<file path="src/rtl/load_store_unit_if.sv">
// Word-wide data-memory bus between the load/store unit and a handshaked memory.
interface load_store_unit_if;
  logic        mem_valid;
  logic        mem_ready;
  logic        mem_we;
  logic [31:0] mem_addr;
  logic [3:0]  mem_wstrb;
  logic [31:0] mem_wdata;
  logic        mem_rvalid;
  logic [31:0] mem_rdata;

  // LSU side: issues requests and consumes read responses.
  modport master (
    output mem_valid, mem_we, mem_addr, mem_wstrb, mem_wdata,
    input  mem_ready, mem_rvalid, mem_rdata
  );

  // Memory side.
  modport slave (
    input  mem_valid, mem_we, mem_addr, mem_wstrb, mem_wdata,
    output mem_ready, mem_rvalid, mem_rdata
  );
endinterface

</file>
<file path="src/rtl/load_store_unit.sv">
// Load/store unit: aligns CPU byte/half/word accesses onto a 32-bit strobed bus,
// extends load data, stalls the CPU until completion and flags faults.
module load_store_unit #(
  parameter int TIMEOUT_CYCLES = 16
) (
  input  logic        clk,
  input  logic        reset_n,
  input  logic        cpu_req,
  input  logic        cpu_we,
  input  logic [2:0]  cpu_funct3,
  input  logic [31:0] cpu_addr,
  input  logic [31:0] cpu_wdata,
  output logic [31:0] cpu_rdata,
  output logic        cpu_stall,
  output logic        cpu_fault,
  load_store_unit_if.master mem
);

  typedef enum logic [1:0] {IDLE, REQ, RESP, DONE} state_t;

  state_t      state_q, state_d;
  logic        mem_valid_q, mem_valid_d;
  logic        mem_we_q, mem_we_d;
  logic [31:0] mem_addr_q, mem_addr_d;
  logic [3:0]  mem_wstrb_q, mem_wstrb_d;
  logic [31:0] mem_wdata_q, mem_wdata_d;
  logic [1:0]  off_q, off_d;       // byte offset, kept for load lane select
  logic [2:0]  f3_q, f3_d;         // funct3, kept for load extension
  logic [7:0]  tmo_q, tmo_d;
  logic [31:0] cpu_rdata_q, cpu_rdata_d;
  logic        cpu_fault_q, cpu_fault_d;

  logic        legal;
  logic [3:0]  st_strb;
  logic [31:0] st_data;
  logic [31:0] ld_ext;
  logic [7:0]  ld_byte;
  logic [15:0] ld_half;
  logic [8:0]  tmo_inc;
  logic        tmo_hit;

  assign cpu_stall     = cpu_req && (state_q != DONE);
  assign cpu_rdata     = cpu_rdata_q;
  assign cpu_fault     = cpu_fault_q;
  assign mem.mem_valid = mem_valid_q;
  assign mem.mem_we    = mem_we_q;
  assign mem.mem_addr  = mem_addr_q;
  assign mem.mem_wstrb = mem_wstrb_q;
  assign mem.mem_wdata = mem_wdata_q;

  assign tmo_inc = {1'b0, tmo_q} + 9'd1;
  assign tmo_hit = (tmo_inc == 9'(TIMEOUT_CYCLES));

  // Legality: known funct3, no unsigned stores, natural alignment for h/w.
  always_comb begin
    legal = 1'b0;
    case (cpu_funct3)
      3'b000:  legal = 1'b1;
      3'b001:  legal = !cpu_addr[0];
      3'b010:  legal = (cpu_addr[1:0] == 2'b00);
      3'b100:  legal = !cpu_we;
      3'b101:  legal = !cpu_we && !cpu_addr[0];
      default: legal = 1'b0;
    endcase
  end

  // Store lane replication and strobes; loads carry no strobes or data.
  always_comb begin
    st_strb = 4'b0000;
    st_data = 32'h0;
    if (cpu_we) begin
      case (cpu_funct3[1:0])
        2'b00: begin
          st_strb = 4'b0001 << cpu_addr[1:0];
          st_data = {4{cpu_wdata[7:0]}};
        end
        2'b01: begin
          st_strb = cpu_addr[1] ? 4'b1100 : 4'b0011;
          st_data = {2{cpu_wdata[15:0]}};
        end
        default: begin
          st_strb = 4'b1111;
          st_data = cpu_wdata;
        end
      endcase
    end
  end

  // Load lane select and sign/zero extension of the returned word.
  always_comb begin
    ld_byte = mem.mem_rdata[{off_q, 3'b000} +: 8];
    ld_half = mem.mem_rdata[{off_q[1], 4'b0000} +: 16];
    case (f3_q)
      3'b000:  ld_ext = {{24{ld_byte[7]}}, ld_byte};
      3'b100:  ld_ext = {24'h0, ld_byte};
      3'b001:  ld_ext = {{16{ld_half[15]}}, ld_half};
      3'b101:  ld_ext = {16'h0, ld_half};
      default: ld_ext = mem.mem_rdata;
    endcase
  end

  // Next-state and registered-output logic.
  always_comb begin
    state_d     = state_q;
    mem_we_d    = mem_we_q;
    mem_addr_d  = mem_addr_q;
    mem_wstrb_d = mem_wstrb_q;
    mem_wdata_d = mem_wdata_q;
    off_d       = off_q;
    f3_d        = f3_q;
    tmo_d       = tmo_q;
    cpu_rdata_d = cpu_rdata_q;
    cpu_fault_d = cpu_fault_q;
    case (state_q)
      IDLE: begin
        if (cpu_req) begin
          if (!legal) begin
            state_d     = DONE;
            cpu_fault_d = 1'b1;
            cpu_rdata_d = 32'h0;
          end else begin
            state_d     = REQ;
            mem_we_d    = cpu_we;
            mem_addr_d  = {cpu_addr[31:2], 2'b00};
            mem_wstrb_d = st_strb;
            mem_wdata_d = st_data;
            off_d       = cpu_addr[1:0];
            f3_d        = cpu_funct3;
            tmo_d       = 8'h0;
          end
        end
      end
      REQ: begin
        tmo_d = tmo_inc[7:0];
        // Acceptance wins over a timeout landing on the same cycle.
        if (mem.mem_ready) begin
          if (mem_we_q) begin
            state_d     = DONE;
            cpu_fault_d = 1'b0;
            cpu_rdata_d = 32'h0;
          end else begin
            state_d = RESP;
          end
        end else if (tmo_hit) begin
          state_d     = DONE;
          cpu_fault_d = 1'b1;
          cpu_rdata_d = 32'h0;
        end
      end
      RESP: begin
        tmo_d = tmo_inc[7:0];
        if (mem.mem_rvalid) begin
          state_d     = DONE;
          cpu_fault_d = 1'b0;
          cpu_rdata_d = ld_ext;
        end else if (tmo_hit) begin
          state_d     = DONE;
          cpu_fault_d = 1'b1;
          cpu_rdata_d = 32'h0;
        end
      end
      default: state_d = IDLE;
    endcase
    // Request is presented exactly while the FSM sits in REQ.
    mem_valid_d = (state_d == REQ);
  end

  // State and output registers, cleared asynchronously.
  always_ff @(posedge clk or negedge reset_n) begin
    if (!reset_n) begin
      state_q     <= IDLE;
      mem_valid_q <= 1'b0;
      mem_we_q    <= 1'b0;
      mem_addr_q  <= 32'h0;
      mem_wstrb_q <= 4'h0;
      mem_wdata_q <= 32'h0;
      off_q       <= 2'b00;
      f3_q        <= 3'b000;
      tmo_q       <= 8'h0;
      cpu_rdata_q <= 32'h0;
      cpu_fault_q <= 1'b0;
    end else begin
      state_q     <= state_d;
      mem_valid_q <= mem_valid_d;
      mem_we_q    <= mem_we_d;
      mem_addr_q  <= mem_addr_d;
      mem_wstrb_q <= mem_wstrb_d;
      mem_wdata_q <= mem_wdata_d;
      off_q       <= off_d;
      f3_q        <= f3_d;
      tmo_q       <= tmo_d;
      cpu_rdata_q <= cpu_rdata_d;
      cpu_fault_q <= cpu_fault_d;
    end
  end

endmodule

</file>
<file path="src/flat_wrapper.sv">
// flat-port wrapper written by rule: the top's interface ports become plain ports
module load_store_unit_flat 
#(
  parameter int TIMEOUT_CYCLES = 16
)
  (clk, reset_n, cpu_req, cpu_we, cpu_funct3, cpu_addr, cpu_wdata, cpu_rdata, cpu_stall, cpu_fault, mem_mem_valid, mem_mem_we, mem_mem_addr, mem_mem_wstrb, mem_mem_wdata, mem_mem_ready, mem_mem_rvalid, mem_mem_rdata);
  load_store_unit_if mem_i ();
  input  logic clk;
  input  logic reset_n;
  input  logic cpu_req;
  input  logic cpu_we;
  input  logic [2:0] cpu_funct3;
  input  logic [31:0] cpu_addr;
  input  logic [31:0] cpu_wdata;
  output logic [31:0] cpu_rdata;
  output logic cpu_stall;
  output logic cpu_fault;
  output wire logic [$bits(mem_i.mem_valid)-1:0] mem_mem_valid;
  output wire logic [$bits(mem_i.mem_we)-1:0] mem_mem_we;
  output wire logic [$bits(mem_i.mem_addr)-1:0] mem_mem_addr;
  output wire logic [$bits(mem_i.mem_wstrb)-1:0] mem_mem_wstrb;
  output wire logic [$bits(mem_i.mem_wdata)-1:0] mem_mem_wdata;
  input wire logic [$bits(mem_i.mem_ready)-1:0] mem_mem_ready;
  input wire logic [$bits(mem_i.mem_rvalid)-1:0] mem_mem_rvalid;
  input wire logic [$bits(mem_i.mem_rdata)-1:0] mem_mem_rdata;
  assign mem_mem_valid = mem_i.mem_valid;
  assign mem_mem_we = mem_i.mem_we;
  assign mem_mem_addr = mem_i.mem_addr;
  assign mem_mem_wstrb = mem_i.mem_wstrb;
  assign mem_mem_wdata = mem_i.mem_wdata;
  assign mem_i.mem_ready = mem_mem_ready;
  assign mem_i.mem_rvalid = mem_mem_rvalid;
  assign mem_i.mem_rdata = mem_mem_rdata;
  load_store_unit #(.TIMEOUT_CYCLES(TIMEOUT_CYCLES)) u_core (.clk(clk), .reset_n(reset_n), .cpu_req(cpu_req), .cpu_we(cpu_we), .cpu_funct3(cpu_funct3), .cpu_addr(cpu_addr), .cpu_wdata(cpu_wdata), .cpu_rdata(cpu_rdata), .cpu_stall(cpu_stall), .cpu_fault(cpu_fault), .mem(mem_i));
endmodule
</file>
<file path="config.mk">
export PLATFORM = sky130hd
export DESIGN_NAME = load_store_unit_flat
export DESIGN_NICKNAME = d
export VERILOG_FILES = /design/src/rtl/load_store_unit_if.sv /design/src/rtl/load_store_unit.sv /design/src/flat_wrapper.sv
export SDC_FILE = /design/constraint.sdc
export NUM_CORES = 1
export LEC_CHECK = 0
export CORE_UTILIZATION = 46
export DETAILED_ROUTE_END_ITERATION = 10
export GPL_TIMING_DRIVEN = 0
export PLACE_DENSITY = 0.81
export SKIP_LAST_GASP = 1
export SLEW_MARGIN = 20
export SYNTH_ARGS = -nofsm -noshare
export SYNTH_HDL_FRONTEND = slang
export SYNTH_SLANG_ARGS = --single-unit
</file>
<file path="constraint.sdc">
create_clock -name clk -period 2.7 [get_ports clk]
set_clock_uncertainty 0.2 [all_clocks]
set_input_delay 0.54 -clock clk [delete_from_list [all_inputs] [get_ports clk]]
set_output_delay 0.54 -clock clk [all_outputs]
set_load 0.01 [all_outputs]
</file>
==> metrics.csv, run 1 <==
metric,value,unit
die_y,116,um
rows,41,
slew_headroom,0.522,
fmax,0.377,GHz
synth.distinct_cells,52,
first_pass_iters,5,
rsz0062_at_grt,false,
irDropWorstVdd,0.633,mV
drv_cap,0,
avgSynthCellArea,10.3,um^2
met2_usage,0.462,
finalHoldViolations,0,
synth_cells,580,
total_power,0.00997,W
status,"finished, final reports clean",
setup_violations,0,
start_util,0.472,
holdCritPathClass,flip-flop to flip-flop,
ys_seq_area_frac,0.487,
io_pins,209,
overflow,0,
busiest_layer,met2,
critical_path_class,input port to primary output,
clk_latency,0.42,ns
clock-root-buffer,clkbuf_16,
dp_slack,-0.519,ns
postSynth.asyncResetShare,1.00,
critPathMaxFanout,5,
clk_pin_slew_worst_paths,0.05,ns
cts_setup_buffers,0,
antenna_found_initial,0,
min_period,2.65,ns
clock_path_buffers,2,
end_kind,primary output,
grt_max_degree,65,
p_leak,3.80,nW
ys_warn_count,0,
remaining_drc_errors,0,
n_antenna_cell,0,
dieWidth,116,um
cts_buffers,17,
tns,0,ns
ys_top_cells_by_area,"dfrtp_1 49%, mux2_2 10%, nand2_1 6.2%",
yosys_most_used_dff,dfrtp_1,
synth_top_area_frac,0.487,
drt_wl_total,18100,um
slew_violations,0,
synth_edf_count,0,
ant_nets,0,
area_growth_syn_to_layout,49.3,%
wl_per_cell,18.2,um
synth-seq-cells,116,
die_area,0.0134,mm^2
worst_pin_slew,0.717,ns
dp_hpwl,13400,um
vias,5588,
grt_pass1_vias,5739,
gp_congestion,0.912,
synth_top_area_cell,dfrtp_1,
powerDensity,1120,mW/mm^2
cts_max_level,4,
finalNetCount,918,
grt.met3_usage,0.107,
finalCritPeriodShare,0.982,
crit_arrival,1.91,ns
portBuffers,205,
setup_ws,0.0485,ns
nFillCells,951,
clock_sinks,116,
cts_tree,built,
crit_required,1.96,ns
routed_via_density,5.64,
netlist_area,0.00596,mm^2
grt_pass1_wl,28100,um
track_usage,0.277,
layout-drive-gt1-share,0.133,
design.core.area,0.0126,mm^2
cp-start-kind,input port,
gr-usage-met1,0.315,
initialDrtViolationCount,422,
## cells in the final DEF, fill, tap and decap left out, types with 3 or more instances in the layout
master and n:
clkdlybuf4s50_1 204, dfrtp_1 116, nand2_1 99, o21ai_0 64
mux2_2 53, clkbuf_1 26, nand2b_1 17, mux2i_1 17
a32o_1 17, clkbuf_16 17, nor2_1 16, nor2b_1 16
a211o_1 16, a21oi_1 13, buf_2 9, o2bb2ai_1 8
a22o_1 8, o221ai_1 7, a31oi_1 7, inv_1 6
and3_1 5, buf_6 5, ha_1 5, nand3_1 4
nand4b_1 3, o211ai_1 3, buf_4 3, clkinvlp_4 3
bufinv_16 3, clkbuf_8 3, clkinv_2 3
## critical path, cell delays in order
cell and delay [ns]:
clkdlybuf4s50_1 0.56, nor2b_1 0.22, clkdlybuf4s50_1 0.58
## path summary, 6_finish.rpt
check,startpoint,end,slack [ns],cells past startpoint
hold reg to reg,u_core.mem.mem_wdata[4],u_core.mem.mem_wdata[4],0.28,2
max in group asynchronous,reset_n,u_core.mem.mem_wdata[22],1.14,3
min in group asynchronous,reset_n,u_core.cpu_rdata[31],0.49,2
hold / removal,u_core.mem.mem_wdata[4],u_core.mem.mem_wdata[4],0.28,2
setup reg to reg,u_core.off_q[1],u_core.cpu_rdata[16],0.13,7
setup / recovery,cpu_req,cpu_stall,0.05,3
## cell usage after synthesis, types with 2 or more instances
library cell and number:
dfrtp_1 116, nand2_1 99, o21ai_0 64, mux2_2 53
clkbuf_1 25, a32o_1 17, mux2i_1 17, nand2b_1 17
a211o_1 16, nor2_1 16, nor2b_1 16, a21oi_1 14
buf_2 9, a22o_1 8, o2bb2ai_1 8, a31oi_1 7
o221ai_1 7, ha_1 6, inv_1 6, and3_1 5
buf_6 4, nand3_1 4, buf_4 3, nand4b_1 3
o211ai_1 3, a21boi_0 2, a21boi_1 2, a221o_1 2
a221oi_1 2, a32oi_1 2, nor4_1 2, o21a_1 2
o21bai_1 2, o22ai_1 2, or3_1 2
## where the power goes
group | switching, W | internal, W
sequential | 0.000528 | 0.00246
clock | 0.000773 | 0.00151
combinational | 0.00230 | 0.00240
total | 0.00360 | 0.00637
## sequential cells by signal (all words and copies together), names as in the netlist
register              flops
u_core.mem.mem_addr      30
u_core.mem.mem_wstrb      4
u_core.tmo_q              8
u_core.mem.mem_valid      1
u_core.cpu_fault          1
u_core.f3_q               3
u_core.mem.mem_wdata     32
u_core.off_q              2
u_core.state_q            2
u_core.mem.mem_we         1
u_core.cpu_rdata         32
## stage by stage
step / instances / util / cell area, um^2 / hold WS, ns
finish: 991 / 0.706 / 8900 / 0.279
global route: 991 / 0.706 / 8900 / 0.310
CTS: 991 / 0.704 / 8880 / 0.282
detailed placement: 959 / 0.655 / 8270 / 0.270
global placement: 958 / 0.652 / 8230 / 0.266
floorplan: 581 / - / 5970 / 0.0444
## what timing repair did
| item | in CTS | in global routing |
|---|---|---|
| gates resized for setup | 2 | 4 |
| endpoints found under the setup margin | 11 | 15 |
| hold buffers | 1 | 0 |
| hold endpoints to repair | 63 | 0 |
## area by class of cell
cell class | instances | area (um^2) | area share
plain buffers | 42 | 211 | 0.0237
clock inverters | 9 | 128 | 0.0143
clock buffers | 22 | 474 | 0.0533
repair buffers | 207 | 2090 | 0.235
inverters | 6 | 22.5 | 0.00253
well taps | 172 | 215 | 0.0242
flip-flops and latches | 116 | 2900 | 0.326
multi-input cells | 417 | 2860 | 0.321
## per-layer routing
metal / share of wire / routed length [um] / vias up
met4: 0.030 / 536 / 0
met3: 0.097 / 1750 / 46
met5: 0 / 0 / -
li1: - / - / 2568
met2: 0.48 / 8710 / 292
met1: 0.39 / 7060 / 2682
## cell families (layout without fill, tap and decap cells)
logic type,after synthesis,in the layout,synth area share
compound gates,169,169,0.198
fa+ha+maj,6,6,0.0126
buf+inv,48,286,0.0390
flops,116,116,0.487
mux,71,71,0.132
other cells,1,2,0.000629
simple gates,169,169,0.131
Power figures use the tool's default switching activity.
==> inputs of run 2 (changes only) <==
--- a/config.mk
+++ b/config.mk
@@ -5,6 +5,7 @@
 export SDC_FILE = /design/constraint.sdc
 export NUM_CORES = 1
 export LEC_CHECK = 0
+export CAP_MARGIN = 20
 export CORE_UTILIZATION = 46
 export DETAILED_ROUTE_END_ITERATION = 10
 export GPL_TIMING_DRIVEN = 0
==> results of run 2 <==
The final DEF is identical to that of run 1; final timing and power are the same.
